===== src/rtl/fetch_unit_pkg.sv =====
// Shared definitions for the instruction fetch stage: next-PC select codes,
// fetch FSM state encoding and the bubble instruction used on a flush.
package fetch_unit_pkg;

   localparam logic [2:0] NPC_SEQ    = 3'b000;
   localparam logic [2:0] NPC_BRANCH = 3'b001;
   localparam logic [2:0] NPC_JAL    = 3'b010;
   localparam logic [2:0] NPC_JALR   = 3'b100;
   localparam logic [2:0] NPC_STALL  = 3'b111;

   // addi x0, x0, 0
   localparam logic [31:0] NOP_INST_DEFAULT = 32'h0000_0013;

   typedef enum logic [1:0] {
      BOOT = 2'd0,
      REQ  = 2'd1,
      HOLD = 2'd2,
      KILL = 2'd3
   } fetch_state_t;

   // True for the select codes that move the PC somewhere other than PC+4
   function automatic logic isRedirect(input logic [2:0] op);
      return (op == NPC_BRANCH) || (op == NPC_JAL) || (op == NPC_JALR);
   endfunction

endpackage


===== src/rtl/fetch_unit_sat_counter16.sv =====
// 16-bit event counter that sticks at all-ones instead of wrapping.
module sat_counter16 (
   input  logic        clk,
   input  logic        rst_n,
   input  logic        i_inc,
   output logic [15:0] o_count
);

   logic [15:0] r_count;

   // Count one per cycle with i_inc high, freezing once the maximum is reached
   always_ff @(posedge clk or negedge rst_n) begin
      if (!rst_n) begin
         r_count <= 16'd0;
      end else if (i_inc && (r_count != 16'hFFFF)) begin
         r_count <= r_count + 16'd1;
      end
   end

   assign o_count = r_count;

endmodule


===== src/rtl/fetch_unit.sv =====
// Instruction fetch stage: owns the PC, drives the instruction-memory
// handshake, and fills the IF/ID pipeline register. A small FSM copes with
// memory wait states, decode back-pressure and redirects that arrive while
// a request is still outstanding.
module fetch_unit
   import fetch_unit_pkg::*;
#(
   parameter logic [31:0] RESET_PC = 32'h0000_0000,
   parameter logic [31:0] NOP_INST = NOP_INST_DEFAULT
) (
   input  logic        clk,
   input  logic        rst_n,
   input  logic [2:0]  NPCOp,
   input  logic        PC_Write,
   input  logic        IF_ID_Write,
   input  logic        IF_ID_Flush,
   input  logic [31:0] ex_pc,
   input  logic [31:0] ex_imm,
   input  logic [31:0] jalr_target,
   output logic        imem_req,
   output logic [31:0] imem_addr,
   input  logic        imem_ready,
   input  logic [31:0] imem_rdata,
   output logic [31:0] if_id_pc,
   output logic [31:0] if_id_inst,
   output logic        if_id_valid,
   output logic [15:0] stall_cnt,
   output logic [15:0] flush_cnt
);

   fetch_state_t r_state;
   fetch_state_t w_nextState;

   logic [31:0] r_pc;
   logic [31:0] r_buf;
   logic [31:0] r_target;
   logic [31:0] r_ifPc;
   logic [31:0] r_ifInst;
   logic        r_ifValid;

   logic        w_redirect;
   logic        w_advance;
   logic [31:0] w_target;
   logic        w_req;
   logic        w_pcLoad;
   logic [31:0] w_pcNext;
   logic        w_bufLoad;
   logic        w_tgtLoad;
   logic        w_ifLoad;
   logic [31:0] w_ifData;

   assign w_redirect = PC_Write && isRedirect(NPCOp);
   assign w_advance  = PC_Write && (NPCOp == NPC_SEQ);
   assign w_target   = (NPCOp == NPC_JALR) ? (jalr_target & 32'hFFFF_FFFE)
                                           : (ex_pc + ex_imm);

   // FSM state register; reset drops straight back to BOOT, abandoning any request
   always_ff @(posedge clk or negedge rst_n) begin
      if (!rst_n) begin
         r_state <= BOOT;
      end else begin
         r_state <= w_nextState;
      end
   end

   // Next-state and datapath controls: decide where the fetched word goes and what the PC becomes
   always_comb begin
      w_nextState = r_state;
      w_req       = 1'b0;
      w_pcLoad    = 1'b0;
      w_pcNext    = r_pc;
      w_bufLoad   = 1'b0;
      w_tgtLoad   = 1'b0;
      w_ifLoad    = 1'b0;
      w_ifData    = imem_rdata;
      case (r_state)
         BOOT: begin
            if (w_redirect) begin
               w_pcLoad = 1'b1;
               w_pcNext = w_target;
            end
            w_nextState = REQ;
         end
         REQ: begin
            w_req = 1'b1;
            if (imem_ready) begin
               if (w_redirect) begin
                  w_pcLoad = 1'b1;
                  w_pcNext = w_target;
               end else if (IF_ID_Write && w_advance) begin
                  w_ifLoad = 1'b1;
                  w_pcLoad = 1'b1;
                  w_pcNext = r_pc + 32'd4;
               end else begin
                  w_bufLoad   = 1'b1;
                  w_nextState = HOLD;
               end
            end else if (w_redirect) begin
               w_tgtLoad   = 1'b1;
               w_nextState = KILL;
            end
         end
         HOLD: begin
            if (w_redirect) begin
               w_pcLoad    = 1'b1;
               w_pcNext    = w_target;
               w_nextState = REQ;
            end else if (IF_ID_Write && w_advance) begin
               w_ifLoad    = 1'b1;
               w_ifData    = r_buf;
               w_pcLoad    = 1'b1;
               w_pcNext    = r_pc + 32'd4;
               w_nextState = REQ;
            end
         end
         KILL: begin
            w_req = 1'b1;
            if (imem_ready) begin
               w_pcLoad    = 1'b1;
               w_pcNext    = w_redirect ? w_target : r_target;
               w_nextState = REQ;
            end else if (w_redirect) begin
               w_tgtLoad = 1'b1;
            end
         end
         default: begin
            w_nextState = BOOT;
         end
      endcase
   end

   // PC, skid buffer and pending redirect target
   always_ff @(posedge clk or negedge rst_n) begin
      if (!rst_n) begin
         r_pc     <= RESET_PC;
         r_buf    <= 32'd0;
         r_target <= 32'd0;
      end else begin
         if (w_pcLoad) begin
            r_pc <= w_pcNext;
         end
         if (w_bufLoad) begin
            r_buf <= imem_rdata;
         end
         if (w_tgtLoad) begin
            r_target <= w_target;
         end
      end
   end

   // IF/ID register: a flush turns the slot into a bubble and beats any load
   always_ff @(posedge clk or negedge rst_n) begin
      if (!rst_n) begin
         r_ifPc    <= 32'd0;
         r_ifInst  <= NOP_INST;
         r_ifValid <= 1'b0;
      end else if (IF_ID_Flush) begin
         r_ifInst  <= NOP_INST;
         r_ifValid <= 1'b0;
      end else if (w_ifLoad) begin
         r_ifPc    <= r_pc;
         r_ifInst  <= w_ifData;
         r_ifValid <= 1'b1;
      end
   end

   sat_counter16 u_stallCnt (
      .clk     (clk),
      .rst_n   (rst_n),
      .i_inc   (NPCOp == NPC_STALL),
      .o_count (stall_cnt)
   );

   sat_counter16 u_flushCnt (
      .clk     (clk),
      .rst_n   (rst_n),
      .i_inc   (IF_ID_Flush),
      .o_count (flush_cnt)
   );

   assign imem_req    = w_req;
   assign imem_addr   = r_pc;
   assign if_id_pc    = r_ifPc;
   assign if_id_inst  = r_ifInst;
   assign if_id_valid = r_ifValid;

endmodule


===== config.mk =====
export PLATFORM = sky130hd
export DESIGN_NAME = fetch_unit
export DESIGN_NICKNAME = d
export VERILOG_FILES = /design/src/rtl/fetch_unit_pkg.sv /design/src/rtl/fetch_unit_sat_counter16.sv /design/src/rtl/fetch_unit.sv
export SDC_FILE = /design/constraint.sdc
export NUM_CORES = 1
export LEC_CHECK = 0
export BUFFER_PORTS_ARGS = -buffer_cell sky130_fd_sc_hd__buf_2
export CAP_MARGIN = 20
export CORE_UTILIZATION = 55
export DETAILED_ROUTE_END_ITERATION = 10
export PLACE_DENSITY = 0.9
export SYNTH_ARGS = -nofsm -noshare
export SYNTH_HDL_FRONTEND = slang
export SYNTH_SLANG_ARGS = --single-unit
export TNS_END_PERCENT = 10

===== constraint.sdc =====
create_clock -name clk -period 3.7 [get_ports clk]
set_input_delay 0.74 -clock clk [delete_from_list [all_inputs] [get_ports clk]]
set_output_delay 0.74 -clock clk [all_outputs]
set_load 0.01 [all_outputs]

==> reports/qor.csv, run 1 <==
metric;value;unit
first-pass GRT wire length;50000;um
net count of the mapped netlist;1361;
worst ir drop on vdd;0.000300;V
GR Util All Layers;0.309;
number of buffers created by CTS;17;
Post-Synthesis Cells;1184;
setup skew after layout;10.2;ps
EDFF count, synth;0;
pwr dens;635;nW/um2
Area Growth Syn to Fin;20.5;%
wl on met1;12700;um
crit path time final;3100;ps
hold-fix buffers at CTS;0;
synthesized flop and latch total;195;
iteration-0 DRC count of the detailed router;973;
Wirelength per Cell;18.5;um
average cell area after synthesis;9.38;um2
total number of yosys warnings;0;
top cell type by total area after synthesis;dfrtp_1;
number of nets in the final layout;1605;
run status;complete, no violations;
share of final-layout standard cells stronger than drive strength 1;0.282;
Resize count post-CTS;0;
Cell Area, Synth;11100;um2
final global-route overflow total;0;
CTS Sinks;195;
endpoint type of the worst setup path;flip-flop;
unrepaired setup endpoints after global routing;no;
share of the core filled with cells in the final layout;0.681;
vias after detailed routing;10500;
DR WL met3;2750;um
f_max;0.323;GHz
Final TNS setup;0;ps
placed inst area;12700;um2
most common cell in the synthesized netlist;dfrtp_1;
buffer type at the clock tree root;clkbuf_16;
vias in the first global route;9941;
vertical die dimension;144;um
length of routed met2 wiring;15100;um
post-CTS clock slew at the launch and capture registers of the worst setup and hold paths;80;ps
initial core utilization;0.565;
Cells after DPL;1674;
floorplan die area;20800;um2
count of cell types in the netlist;70;
crit path kind;input port to flip-flop;
Slew HR;0.431;
TritonCTS clock tree;built;
Async S/R FF share, synth;1.00;
antenna violations before repair;0;
startpoint kind of the worst setup timing path;input port;
cells taking the most area after synthesis;dfrtp_1 (43%), mux2_2 (6.6%), nand2_1 (5.3%), ha_1 (4.4%), o21ai_0 (3.7%);
IO buf count;265;
Worst-Margin Slew;854;ps
fin crit share;0.838;
top layer used by detailed routing;met4;
I/O Pins;267;
portion of synthesized cell area occupied by the leading cell type;0.432;
maximum number of buffers from clock root to sink;2;
hold slack;357;ps
cell types with the highest counts after synthesis;dfrtp_1 (192), nand2_1 (157), nor2_1 (93), o21ai_0 (82), nand3_1 (70);
post-detail-place hpwl;22700;um
DRC viols;0;
Seq/Total Area, Yosys;0.440;
vias per cell;6.14;
deepest level of the CTS H-tree;4;
later-pin clock latency in the skew report;440;ps
DR pass1 iterations;5;
Rows;51;
hold crit path type;input port to asynchronous set/reset pin;
largest net degree at the start of global routing;102;
count of pins over their slew limit;0;
Chip Width;144;um
primary flip-flop cell chosen by synthesis mapping;dfrtp_1;
Finished Layout Cells;1706;
maximum capacitance violations;0;
wire length reported by the detailed router;31600;um
number of setup violations in the final report;0;
Worst EP required;4030;ps
Antenna Diode Count;0;
leakage power of the design;6.52;nW
CP arrival;3430;ps
final estimated routing congestion in global placement;0.936;
area of all placed cells without fillers;13400;um2
post-detailed-route count of antenna-violating nets;0;
Setup Fix Bufs, Post-CTS;0;
core area;19700;um2
total count of hold-check failures in the final report;0;
Crit Path Max Fanout;4;
==> stage by stage <==
step / worst slack [ps] / power (W)
2_1_floorplan: 631 / 0.00524
3_3_place_gp: 336 / 0.00621
3_5_place_dp: 208 / 0.00639
4_1_cts: 660 / 0.00845
5_1_grt: 366 / 0.00896
6_report: 601 / 0.00849
==> sequential cells by signal, summed over array words and instances (netlist names) <==
name                cells
if_id_pc               32
if_id_inst             32
r_target               32
r_state                 2
imem_addr              32
u_flushCnt.o_count     16
u_stallCnt.o_count     16
r_buf                  32
if_id_valid             1
==> final cells by class <==
| type | instances | area, um2 |
|---|---|---|
| Clock buffer | 17 | 425 |
| Clock inverter | 15 | 219 |
| Fill cell | 1510 | 6270 |
| Inverter | 19 | 71.3 |
| Multi-Input combinational cell | 903 | 5900 |
| Sequential cell | 195 | 4880 |
| Tap cell | 265 | 332 |
| Timing Repair Buffer | 292 | 1550 |
==> per-layer routing <==
| metal | vias up | track usage |
|---|---|---|
| li1 | 4767 | - |
| met1 | 5005 | 0.397 |
| met2 | 604 | 0.504 |
| met3 | 93 | 0.0629 |
| met4 | 0 | 0.142 |
| met5 | - | 0 |
==> critical path, cell delays in order <==
cell       delay [ps]
buf_2              90
ha_1              190
inv_1              70
fa_1              390
nor2b_1           210
o2111ai_1         190
a211oi_1          430
o21a_2            260
o2111ai_1         200
o21ai_0           230
buf_4             160
mux2i_1           170
nand3_1            90
==> where the power goes <==
group	total [W]	switching, W	internal, W
clock	0.00202	0.000863	0.00115
combinational	0.00307	0.00177	0.00130
sequential	0.00340	0.000633	0.00277
total	0.00849	0.00327	0.00523
==> cells by family (layout without fill, tap and decap cells) <==
logic type	Yosys count	after routing	synth area share
simple gates	417	417	0.171
compound gates	298	298	0.180
flops	195	195	0.440
buf+inv	86	343	0.0310
mux	75	75	0.0750
xor+xnor	73	73	0.0575
fa+ha+maj	40	40	0.0457
==> final timing paths <==
kind,start,end,slack (ps),cells after the start
setup / recovery,ex_pc[0],r_target[28]$_DFFE_PN0P_,600,13
hold / removal,rst_n,if_id_inst[14]$_DFFE_PN0P_,360,1
setup reg to reg,imem_addr[4]$_DFFE_PN0P_,imem_addr[31]$_DFFE_PN0P_,1010,8
hold reg to reg,if_id_pc[26]$_DFFE_PN0P_,if_id_pc[26]$_DFFE_PN0P_,480,2
max in group asynchronous,rst_n,u_flushCnt.o_count[10]$_DFFE_PN0P_,2350,2
min in group clk,if_id_pc[26]$_DFFE_PN0P_,if_id_pc[26]$_DFFE_PN0P_,480,2
==> cells in the final DEF (no fill, tap or decap), types with 15 or more instances in the layout <==
cell type  synthesis  final
inv_1             19     19
nand2_1          157    157
mux2_2            65     65
clkbuf_16          0     17
o21ai_0           82     81
buf_4              0     26
nand3_1           70     70
ha_1              39     39
buf_2             12    264
dfrtp_1          192    192
a21oi_1           53     53
nor2_1            93     92
xnor2_1           40     40
o21a_1            15     15
a22oi_1           23     23
nor3_1            21     20
and3_1            19     19
a311oi_1          30     30
xor2_1            33     33
No activity file was read; power rests on OpenSTA's default activity.
==> inputs of run 2 (changes only) <==
ABC_AREA = 1   (was default)
PLACE_DENSITY = 0.89   (was 0.9)
clock period = 2.9 ns   (was 3.7 ns; I/O delays follow)
==> run 2 against run 1 <==
First-iteration DRC count decreased by 6.9%. Die area rose by 9.9%. Worst hold slack worse by 240 ps. Largest cell class unchanged. Sequential share of layout area shrank 2.8 points. Synthesized cell count is 48% higher. Cell count grew 35%. Utilization is 1.6 points lower. Synthesized area grew 10%. Non-clock buffer count fell by 3. Clock skew barely moved. Critical path type is now flip-flop to flip-flop. Wire length is 12% higher.
==> reports/qor.csv, run 2 <==
metric;value;unit;change
TritonCTS clock tree;built;;
hold crit path type;input port to asynchronous set/reset pin;;
Rows;54;;+5.9%
core area;21800;um2;+11%
number of nets in the final layout;2183;;+36%
GR Util All Layers;0.313;;+0.00339
EDFF count, synth;0;;unchanged
vertical die dimension;151;um;+4.8%
fin crit share;0.855;;
Setup WS pre-CTS;105;ps;-103 ps
buffer type at the clock tree root;clkbuf_16;;
share of final-layout standard cells stronger than drive strength 1;0.182;;-0.100
count of cell types in the netlist;41;;-41%
first-pass GRT wire length;55800;um;+12%
sequential cell area in the final layout;4880;um2;unchanged
commonest non-fill, non-tap cell in the layout;nand2_1;;
worst ir drop on vdd;0.000581;V;+94%
final global-route overflow total;0;;unchanged
GR Layer Usage met2;0.521;;+0.0167
run status;complete, no violations;;
post-detailed-route count of antenna-violating nets;0;;unchanged
Post-Synthesis Cells;1752;;+48%
number of setup violations in the final report;0;;unchanged
unrepaired setup endpoints after global routing;no;;
Seq/Total Area, Yosys;0.400;;-0.0400
vias after detailed routing;12400;;+19%
floorplan die area;22800;um2;+9.9%
maximum number of buffers from clock root to sink;2;;unchanged
Area Growth Syn to Fin;18.7;%;
Slew HR;0.546;;+0.115
number of buffers created by CTS;17;;unchanged
wire length reported by the detailed router;35300;um;+12%
top cell type by total area after synthesis;dfrtp_1;;
hold-fix buffers at CTS;0;;unchanged
initial core utilization;0.560;;-0.00529
pwr dens;811;nW/um2;+28%
primary flip-flop cell chosen by synthesis mapping;dfrtp_1;;
CTS Sinks;195;;unchanged
f_max;0.403;GHz;
Chip Width;151;um;+4.8%
setup skew after layout;9.99;ps;-0.198 ps
fill cell instance count of the final layout;1891;;+25%
leading cell types in the layout, fill and taps excluded;nand2_1 (518), buf_2 (265), inv_1 (248);;
later-pin clock latency in the skew report;440;ps;about the same
crit path time final;2480;ps;
cell types with the highest counts after synthesis;nand2_1 (518), inv_1 (248), dfrtp_1 (192), o21ai_0 (161), nor2_1 (155);;
Setup Fix Bufs, Post-CTS;0;;unchanged
M1 GR Usage;0.406;;+0.00973
final estimated routing congestion in global placement;0.980;;+4.7%
crit path kind;flip-flop to flip-flop;;
leakage power of the design;7.90;nW;+21%
count of pins over their slew limit;0;;unchanged
DRC viols;0;;unchanged
CP arrival;2820;ps;-610 ps
iteration-0 DRC count of the detailed router;906;;-6.9%
Worst EP required;3240;ps;-790 ps
portion of synthesized cell area occupied by the leading cell type;0.393;;-0.0393
Antenna Diode Count;0;;unchanged
Crit Path Max Fanout;21;;+17
IO buf count;265;;unchanged
post-detail-place hpwl;27400;um;+21%
Async S/R FF share, synth;1.00;;unchanged
overall power of the completed layout;0.0118;W;+39%
layer with the highest usage after global routing;met2;;
DR pass1 iterations;6;;+1
Resize count post-CTS;0;;unchanged
most common cell in the synthesized netlist;nand2_1;;
I/O Pins;267;;unchanged
Final TNS setup;0;ps;unchanged
vias per cell;5.40;;-12%
total count of hold-check failures in the final report;0;;unchanged
maximum capacitance violations;0;;unchanged
cells taking the most area after synthesis;dfrtp_1 (39%), nand2_1 (16%), inv_1 (7.6%), o21ai_0 (6.6%), nand3_1 (4.9%);;
Cell Area, Synth;12200;um2;+10%
startpoint kind of the worst setup timing path;flip-flop;;
vias in the first global route;11400;;+14%
endpoint type of the worst setup path;flip-flop;;
antenna violations before repair;0;;unchanged
synthesized flop and latch total;195;;unchanged
M3 GR Usage;0.0479;;-0.0150
largest net degree at the start of global routing;62;;-39%
average cell area after synthesis;6.98;um2;-26%
Wirelength per Cell;15.3;um;-17%
Worst-Margin Slew;676;ps;-178 ps
deepest level of the CTS H-tree;4;;unchanged
post-CTS clock slew at the launch and capture registers of the worst setup and hold paths;80;ps;about the same
net count of the mapped netlist;1929;;+42%
Worst Slack Setup Final;419;ps;-182 ps
total area of multi-input combinational cells;6160;um2;+4.4%
total number of yosys warnings;0;;unchanged
[run 2: cell count changes after synthesis, moves of 25 or more]
cell,previous run,this run
o21ai_0,82,161
nand2_1,157,518
nand3_1,70,120
a21oi_1,53,98
a311oi_1,30,0
inv_1,19,248
xnor2_1,40,15
nor2_1,93,155
mux2_2,65,11
[run 2: metal layers]
metal | vias to the layer above | wire, um
li1 | 6099 | -
met1 | 5652 | 14800
met2 | 592 | 16500
met3 | 72 | 2890
met4 | 0 | 1120
met5 | - | 0
[run 2: kinds of logic after synthesis]
kind of cell    share of synthesized area
mux                                0.0142
simple gates                        0.289
buf+inv                            0.0962
compound gates                      0.130
fa+ha+maj                          0.0416
flops                               0.400
xor+xnor                           0.0287
[run 2: worst max-delay path, stage by stage, from the launching register on]
cell and delay (ps):
dfrtp_1 420, inv_1 110, ha_1 300, buf_4 200
inv_1 200, nor2_1 110, nand2_1 70, nand4_1 150
inv_2 350, buf_12 200, nor2_1 60, a21oi_1 200
[run 2: stage by stage]
step            util  instances  hold WS [ps]  cell area, um2
4_1_cts        0.664       2298           124           14500
6_report       0.665       2299           114           14500
5_1_grt        0.665       2299           143           14500
3_3_place_gp   0.637       2266           461           13900
2_1_floorplan      -       1752           284           12200
3_5_place_dp   0.637       2266           468           13900
[run 2: path summary, 6_finish.rpt]
check	start	end	slack, ps	cells after the start
max	r_state[1]$_DFFE_PN0P_	imem_addr[22]$_DFFE_PN0P_	420	11
min in group clk	imem_rdata[12]	r_buf[12]$_DFFE_PN0P_	390	2
max reg2reg	r_state[1]$_DFFE_PN0P_	imem_addr[22]$_DFFE_PN0P_	420	11
max in group asynchronous	rst_n	imem_addr[0]$_DFFE_PN0P_	1940	2
min reg2reg	if_id_pc[20]$_DFFE_PN0P_	if_id_pc[20]$_DFFE_PN0P_	480	2
min	rst_n	u_flushCnt.o_count[9]$_DFFE_PN0P_	110	1
[run 2: final cells by class]
cell class,count,area share
Tap cell,280,0.0242
Clock buffer,19,0.0305
Inverter,252,0.0652
Clock inverter,13,0.0101
Multi-Input combinational cell,1251,0.425
Sequential cell,195,0.337
Timing Repair Buffer,289,0.109
[run 2: power by group]
part           internal (W)  switching [W]  leakage, nW
sequential          0.00368       0.000836         2.43
combinational       0.00179        0.00310         5.18
clock               0.00124        0.00111        0.291
